**config.mk**
```make
export PLATFORM = sky130hd
export DESIGN_NAME = router_pkt_tx
export DESIGN_NICKNAME = d
export VERILOG_FILES = /design/src/rtl/router_pkg.sv /design/src/rtl/router_tx_buf.sv /design/src/rtl/router_pkt_tx.sv
export SDC_FILE = /design/constraint.sdc
export NUM_CORES = 1
export LEC_CHECK = 0
export ABC_CLOCK_PERIOD_IN_PS = 4700
export CORE_UTILIZATION = 60
export CTS_BUF_LIST = sky130_fd_sc_hd__clkbuf_4
export DETAILED_ROUTE_END_ITERATION = 16
export MAX_ROUTING_LAYER = met4
export PLACE_DENSITY_LB_ADDON = 0.05
export SLEW_MARGIN = 25
export SYNTH_ARGS = -nofsm -noshare
export SYNTH_HDL_FRONTEND = slang
export SYNTH_HIERARCHICAL = 1
export SYNTH_SLANG_ARGS = --single-unit
```
**constraint.sdc**
```tcl
create_clock -name clock -period 4.7 [get_ports clock]
set_clock_uncertainty 0.1 [all_clocks]
set_input_delay 1.175 -clock clock [delete_from_list [all_inputs] [get_ports clock]]
set_output_delay 1.175 -clock clock [all_outputs]
set_load 0.1 [all_outputs]
```
**src/rtl/router_pkg.sv**
```systemverilog
// router_pkg: shared state encoding, constants and header helper for the router packet transmitter
package router_pkg;
    typedef enum logic [2:0] {IDLE, LOAD, HDR, PAYLOAD, PARITY, WAIT} tx_state_e;
    localparam logic [1:0] ADDR_ILLEGAL = 2'b11;
    localparam int MAX_LEN = 63;
    function automatic logic [7:0] make_header(input logic [1:0] addr, input logic [5:0] len);
        return {len, addr};
    endfunction
endpackage

```
**src/rtl/router_tx_buf.sv**
```systemverilog
// router_tx_buf: 64x8 payload buffer, synchronous write and combinational read
module router_tx_buf
    import router_pkg::*;
(
    input  logic       clock,
    input  logic       wr_en,
    input  logic [5:0] wr_addr,
    input  logic [7:0] wr_data,
    input  logic [5:0] rd_addr,
    output logic [7:0] rd_data
);
    logic [7:0] mem [MAX_LEN+1];
    always_ff @(posedge clock)
        if (wr_en) mem[wr_addr] <= wr_data;
    assign rd_data = mem[rd_addr];
endmodule

```
**src/rtl/router_pkt_tx.sv**
```systemverilog
// router_pkt_tx: stages a command and payload, then streams header/payload/parity to the router under busy
module router_pkt_tx
    import router_pkg::*;
#(
    parameter int CHK_CYCLES = 2
) (
    input  logic       clock,
    input  logic       rst,
    input  logic       cmd_valid,
    output logic       cmd_ready,
    input  logic [1:0] cmd_addr,
    input  logic [5:0] cmd_len,
    input  logic       cmd_corrupt,
    input  logic       pl_valid,
    output logic       pl_ready,
    input  logic [7:0] pl_data,
    input  logic       busy,
    input  logic       error,
    output logic [7:0] data_in,
    output logic       pkt_valid,
    output logic       cmd_rej,
    output logic       tx_done,
    output logic       tx_err
);
    tx_state_e  state, state_d;
    logic [1:0] addr, addr_d;
    logic [5:0] len, len_d, wr_ptr, wr_ptr_d, rd_ptr, rd_ptr_d, rd_addr;
    logic [7:0] parity, parity_d, data_d, rd_data;
    logic [2:0] cnt, cnt_d;
    logic       corrupt, corrupt_d, pv_d, rej_d, done_d, err_d, wr_en;
    assign cmd_ready = state == IDLE;
    assign pl_ready  = state == LOAD;
    router_tx_buf u_buf (
        .clock  (clock),
        .wr_en  (wr_en),
        .wr_addr(wr_ptr),
        .wr_data(pl_data),
        .rd_addr(rd_addr),
        .rd_data(rd_data)
    );
    always_ff @(posedge clock or negedge rst) begin
        if (!rst) begin
            state     <= IDLE;
            addr      <= '0;
            len       <= '0;
            corrupt   <= 1'b0;
            parity    <= '0;
            wr_ptr    <= '0;
            rd_ptr    <= '0;
            cnt       <= '0;
            data_in   <= '0;
            pkt_valid <= 1'b0;
            cmd_rej   <= 1'b0;
            tx_done   <= 1'b0;
            tx_err    <= 1'b0;
        end else begin
            state     <= state_d;
            addr      <= addr_d;
            len       <= len_d;
            corrupt   <= corrupt_d;
            parity    <= parity_d;
            wr_ptr    <= wr_ptr_d;
            rd_ptr    <= rd_ptr_d;
            cnt       <= cnt_d;
            data_in   <= data_d;
            pkt_valid <= pv_d;
            cmd_rej   <= rej_d;
            tx_done   <= done_d;
            tx_err    <= err_d;
        end
    end
    always_comb begin
        state_d   = state;
        addr_d    = addr;
        len_d     = len;
        corrupt_d = corrupt;
        parity_d  = parity;
        wr_ptr_d  = wr_ptr;
        rd_ptr_d  = rd_ptr;
        cnt_d     = cnt;
        data_d    = data_in;
        pv_d      = pkt_valid;
        rej_d     = 1'b0;
        done_d    = 1'b0;
        err_d     = tx_err;
        wr_en     = 1'b0;
        rd_addr   = 6'd0;
        case (state)
            IDLE: if (cmd_valid) begin
                addr_d    = cmd_addr;
                len_d     = cmd_len;
                corrupt_d = cmd_corrupt;
                parity_d  = make_header(cmd_addr, cmd_len);
                wr_ptr_d  = 6'd0;
                rd_ptr_d  = 6'd0;
                if (cmd_addr == ADDR_ILLEGAL || cmd_len == 6'd0) rej_d = 1'b1;
                else state_d = LOAD;
            end
            LOAD: if (pl_valid) begin
                wr_en    = 1'b1;
                wr_ptr_d = wr_ptr + 6'd1;
                parity_d = parity ^ pl_data;
                if (wr_ptr == len - 6'd1) begin
                    state_d = HDR;
                    data_d  = make_header(addr, len);
                    pv_d    = 1'b1;
                end
            end
            HDR: if (!busy) begin
                data_d  = rd_data;
                state_d = PAYLOAD;
            end
            PAYLOAD: begin
                // look one byte ahead so the next payload byte is ready at the consume edge
                rd_addr = rd_ptr + 6'd1;
                if (!busy) begin
                    if (rd_ptr == len - 6'd1) begin
                        data_d  = corrupt ? ~parity : parity;
                        pv_d    = 1'b0;
                        state_d = PARITY;
                    end else begin
                        rd_ptr_d = rd_ptr + 6'd1;
                        data_d   = rd_data;
                    end
                end
            end
            PARITY: if (!busy) begin
                data_d  = 8'd0;
                cnt_d   = 3'd0;
                state_d = WAIT;
            end
            WAIT: begin
                if (tx_done) state_d = IDLE;
                else if (cnt == 3'(CHK_CYCLES)) begin
                    done_d = 1'b1;
                    err_d  = error;
                end else cnt_d = cnt + 3'd1;
            end
            default: state_d = IDLE;
        endcase
    end
endmodule

```
# [Yosys cells after proc, flatten, opt, wreduce, memory -nomap -nowiden]
# Memory sizes are Yosys's and may differ from the RTL's.
# Index checks and enable logic that the tools add are counted.
[word_totals] ff_bits=47 ram_bits=512 input_bits=23 out_inout_bits=14 memories=1
[classes] add_sub_neg=4 n_eq_ne=21 n_mux=47 bitwise=3 n_reduce_logical=16
[memory_table] memory="u_buf.mem" depth=64 width=8 rd=1 rd_clocked_by_memory_dff=0 wr=1 line="router_tx_buf.sv:12" source="logic [7:0] mem [MAX_LEN+1];"
[ops] cell="two-way mux 8 bit" n=9
[ops] cell="two-way mux 3 bit" n=12
[ops] cell="one-hot mux 8 bit (4 select lines)" n=1
[ops] cell="two-way mux 6 bit" n=5
[ops] cell="one-hot mux 6 bit (2 select lines)" n=2
[ops] cell="!= test 2 bit (second input constant)" n=11
[ops] cell="one-hot mux 3 bit (6 select lines)" n=1
[ops] cell="one-hot mux 8 bit (2 select lines)" n=1
[ops] cell="two-way mux 1 bit" n=14
[ops] cell="adder 6 x 1 -> 6 bit (second input constant)" n=2
[ops] cell="== test 6 bit" n=2
[ops] cell="== test 3 x 2 -> 1 bit (second input constant)" n=3
[ops] cell="AND reduction 9 bit" n=1
[ops] cell="NOT 8 bit" n=1
[ops] cell="AND reduction 4 bit" n=2
[ops] cell="nonzero test 2 bit" n=4
[ops] cell="bitwise XOR 8 bit" n=1
[ops] cell="== test 3 bit (second input constant)" n=2
[ops] cell="logical NOT 6 bit" n=1
[ops] cell="one-hot mux 3 bit (2 select lines)" n=1
[ops] cell="AND reduction 3 bit" n=2
[ops] cell="AND reduction 6 bit" n=1
[ops] cell="subtractor 6 x 1 -> 6 bit (second input constant)" n=1
[ops] cell="AND reduction 5 bit" n=1
[ops] cell="other kinds (10)" n=10

# [Depth between registers and ports, before layout]
# An unclocked memory read counts as a cell.
[logic_depth] word_depth=6 mapped_depth=18

# [By module]
# The synthesis kept the hierarchy.
[modules_own_cells] mod="router_tx_buf" n_inst=1 cells_each=932 area_each_um2=20006.7 seq_area_each_um2=15374.7
[modules_own_cells] mod="router_pkt_tx" n_inst=1 cells_each=342 area_each_um2=3039.2 seq_area_each_um2=1176.1

# [Least setup slack after synthesis]
# OpenSTA, ideal clock, no wires.
[synth_path] path_type="register -> output" from="register state[1]" to="output cmd_ready" arrival_time_ns=2.714 required_time_ns=3.425 setup_slack_ns=0.711 stages_incl_launch_ff=3 cell_sequence="dfrtp_1 > buf_2 > nor3_1"
[synth_between] elab_chain_cells=1
[synth_rtl] element="start, declared" line="router_pkt_tx.sv:25" source="tx_state_e state, state_d;"
[synth_rtl] element="start signal, assigned" line="router_pkt_tx.sv:57" source="state <= state_d;"
[synth_rtl] element="logical NOT 3 bit" line="router_pkt_tx.sv:31" source="assign cmd_ready = state == IDLE;"
[synth_rtl] element="end, declared" line="router_pkt_tx.sv:10" source="output logic cmd_ready,"
# Every way passes these cells.

# [Worst setup path after layout]
[layout_path] from="register state[1]" to="register data_in[5]"
[layout_between] elab_chain_cells=6 word_cells_on_any_way=17 classes_between="9 x eq/ne; 5 x mux; 2 x reduce/logical; 1 x memory"
[layout_rtl] element="== test 3 x 2 -> 1 bit (*)" line="router_pkt_tx.sv:88" source="case (state)"
[layout_rtl] element="two-way mux 6 bit (*)" line="router_pkt_tx.sv:88"
[layout_rtl] element="net rd_addr[0]" line="router_pkt_tx.sv:27" source="logic [5:0] len, len_d, wr_ptr, wr_ptr_d, rd_ptr, rd_ptr_d, rd_addr;"
[layout_rtl] element="memory read (64 x 8 bit) (*)"
[layout_rtl] element="net rd_data[5]" line="router_pkt_tx.sv:28" source="logic [7:0] parity, parity_d, data_d, rd_data;"
[layout_rtl] element="two-way mux 8 bit" line="router_pkt_tx.sv:117" source="if (rd_ptr == len - 6'd1) begin"
[layout_rtl] element="two-way mux 8 bit" line="router_pkt_tx.sv:116" source="if (!busy) begin"
[layout_rtl] element="one-hot mux 8 bit (4 select lines) (*)" line="router_pkt_tx.sv:88"
[layout_rtl] element="end signal, assigned" line="router_pkt_tx.sv:65" source="data_in <= data_d;"
[layout_rtl] element="end, declared" line="router_pkt_tx.sv:19" source="output logic [7:0] data_in,"
# The timed path passes the listed nets; every way through them passes the cells marked *. The select of a mux whose other input is x is not followed.
# A chain may end at the register's enable or synchronous reset.

==> flow_summary.yaml <==
status:
  outcome: "finished clean"
timing:
  worst-slew-pin-transition_ns: 0.985
  finalHoldViolations: 0
  clock.fmax_ghz: 0.237
  finalWorstSetupSlack_ns: 0.479
  setup_viol_count_final: 0
  max_slew_violation_total_from_the_final_report: 0
  finalWorstPathRequiredPeriod_ns: 4.22
  min_period_over_period_pct: 89.8
  rsz0062_at_grt: "false"
  setup_tns_ns: 0
  max_slew_margin_pct: 34.2
critical_path:
  crit_fanout: 26
  worst_setup_path_end_kind: "flop"
  criticalPathCategory: "flop to flop"
  ff2ff_setup_slack_ns: 0.48
  crit_arrival_ns: 4.82
  worst_ep_required_time_ns: 5.30
  timing.critical_path.from_type: "flop"
clocking:
  root_buffer: "clkbuf_4"
  holdBufCountCts: 0
  cts_buffers: 141
  numClockSinks: 559
  cts.reportedPaths.clkPinSlew_ns: 0.07
  cts_repair_resizes: 0
  clock_latency_ns: 0.82
  ctsHtreeMaxLevel: 4
  cts_post_setup_buffers_inserted: 0
  tritoncts: "built"
  clock_tree.buffer_depth: 3
floorplan:
  floorplan.die_area_mm2: 0.0392
  rows: 71
  die_w_um: 198
  ioPinCount: 37
  start_util_pct: 61.0
  core-area_mm2: 0.0378
  floorplan.die.height_um: 198
global_route:
  grt.total_usage_pct: 30.0
  grt_first_pass_wirelength_um: 81300
  initial_antenna_violation_count: 1
  globalRouteOverflowTotal: 0
  grt_pass1_vias: 13000
  grt_start_max_net_pins: 60
logic_synthesis:
  synth-main-ff-cell: "edfxtp_1"
  syn_avg_cell_area_um2: 18.1
  postSynthRegisterBits: 559
  yosysUniqueCellTypes: 64
  synth_nets: 1302
  mappedNetlistArea_mm2: 0.0230
  synthesis.instances: 1274
  yosysWarnings: 6
  async_flop_share_pct: 8.41
  yosysSeqAreaShare_pct: 71.8
  synth-edff-count: 512
power_and_ir_drop:
  vdd.ir_drop.worst_v: 0.000348
  report.power.total_mw: 15.4
  powerDensity_mw_per_mm2: 585
  p_leak_nw: 8.79
placed_design:
  buffer_ports.inserted: 36
  place.gp.congestion: 0.956
  post-dp-hpwl_um: 34800
  dp_worst_setup_slack_ns: 0.565
final_layout:
  nNetsFinal: 1520
  fill_cells: 2533
  flow.area_growth_from_synthesis_pct: 14.1
  post_route_cells_drive_above_1_share_pct: 31.5
route:
  firstDrtPassIters: 5
  detailroute.via_count: 13000
  dr_drc_count: 0
  routed_wl_um: 54100
  avgRoutedWirePerCell_um: 25.7
  route.antenna.remaining_nets: 0
  routed_via_density: 6.17
  initialDrtViolationCount: 1303
min_path:
  worstHoldPathType: "input pin to async pin"
run:
  max_cap_viol_count: 0
## cells in the final DEF, fill, tap and decap left out, types with 5 or more instances in the layout
cell	Yosys	layout
xor2_1	17	17
a31oi_1	8	8
o21ai_0	27	27
nand2_1	73	73
buf_2	14	7
ha_1	5	5
mux2i_1	34	34
a221oi_1	9	9
edfxtp_1	512	512
dfrtp_1	47	47
buf_4	14	105
mux4_2	126	126
clkdlybuf4s50_1	0	25
mux2_2	22	22
nor2b_1	21	21
xnor2_1	10	10
clkbuf_4	0	202
nor3_1	10	10
buf_12	3	6
nand3_1	28	28
a21oi_1	27	27
nand2b_1	17	17
o221ai_1	8	8
inv_1	15	14
clkinv_1	0	29
a22oi_1	5	5
nor2_1	103	99
o22ai_1	8	8
## final timing paths
kind | end | cells past startpoint | start
max | data_in[5] | 13 | state[1]
min | tx_err | 2 | rst
max reg2reg | data_in[5] | 13 | state[1]
min reg2reg | cnt[2] | 1 | cnt[2]
max in group asynchronous | wr_ptr[0] | 2 | rst
min in group clock | cnt[2] | 1 | cnt[2]
## per-stage QoR
| stage | instances | hold WS [ns] | utilization, % | area (µm²) |
|---|---|---|---|---|
| floorplan | 1274 | 0.338 | - | 23000 |
| global placement | 1860 | 0.354 | 64.9 | 24500 |
| detailed placement | 1860 | 0.362 | 64.9 | 24500 |
| CTS | 2106 | 0.332 | 69.6 | 26300 |
| global route | 2108 | 0.367 | 69.7 | 26300 |
| finish | 2108 | 0.358 | 69.7 | 26300 |
## synth_stat cells, types with 9 or more instances
library cell | n | area (µm²)
xor2_1 | 17 | 149
buf_2 | 14 | 70.1
dfrtp_1 | 47 | 1180
nor2b_1 | 21 | 131
o21ai_0 | 27 | 135
nand2b_1 | 17 | 106
clkbuf_1 | 26 | 97.6
nand3_1 | 28 | 140
nor3_1 | 10 | 50.1
mux4_2 | 126 | 2840
a221oi_1 | 9 | 78.8
edfxtp_1 | 512 | 15400
buf_4 | 14 | 105
nor2_1 | 103 | 387
nand2_1 | 73 | 274
mux2i_1 | 34 | 340
xnor2_1 | 10 | 87.6
inv_1 | 15 | 56.3
a21oi_1 | 27 | 135
mux2_2 | 22 | 248
## cell type report
| cell class | count | area (µm²) | share of cell area [%] |
|---|---|---|---|
| Sequential cell | 559 | 16600 | 62.9 |
| Multi-Input combinational cell | 632 | 6050 | 23.0 |
| Clock buffer | 202 | 1520 | 5.77 |
| Timing Repair Buffer | 143 | 1190 | 4.54 |
| Tap cell | 511 | 639 | 2.43 |
| Clock inverter | 44 | 287 | 1.09 |
| Inverter | 15 | 58.8 | 0.224 |
| Antenna cell | 2 | 5.00 | 0.0190 |
## sequential cells by signal, indices dropped and copies added (netlist names)
signal     flops
cnt            3
rd_ptr         6
cmd_rej        1
state          3
tx_done        1
u_buf/mem    512
tx_err         1
corrupt        1
data_in        8
wr_ptr         6
pkt_valid      1
len            6
addr           2
parity         8
## report_power, final
part / switching (mW) / internal [mW] / total, mW
combinational: 3.09 / 2.31 / 5.40
sequential: 0.267 / 5.65 / 5.92
clock: 1.88 / 2.20 / 4.08
## kinds of logic after synthesis
family | Yosys count | synth area share (%)
DFF | 559 | 71.8
and+or+nand+nor | 282 | 5.77
muxes | 184 | 15.0
AOI/OAI and AO/OA | 133 | 3.99
buffers and inverters | 83 | 2.06
xor gates and xnor gates | 28 | 1.12
adders and majority gates | 5 | 0.271
## critical path: stages, from the launching register on
cell	delay (ns)
dfrtp_1	0.54
inv_1	0.12
nor2_1	0.17
nand2_1	0.14
nor2_4	0.33
buf_12	0.29
buf_4	0.26
mux4_2	0.51
a2111oi_0	0.63
buf_4	0.24
o41ai_1	0.14
a221oi_1	0.30
o21ai_1	0.13
o22a_1	0.19
## routing by layer
layer | track usage [%] | vias up | routed length, µm
li1 | - | 5625 | -
met2 | 43.9 | 613 | 25400
met3 | 6.08 | 88 | 4430
met5 | - | - | 0
met1 | 42.5 | 6674 | 22900
met4 | 10.5 | 0 | 1330
Note: power is estimated with default switching activity, not from simulation.
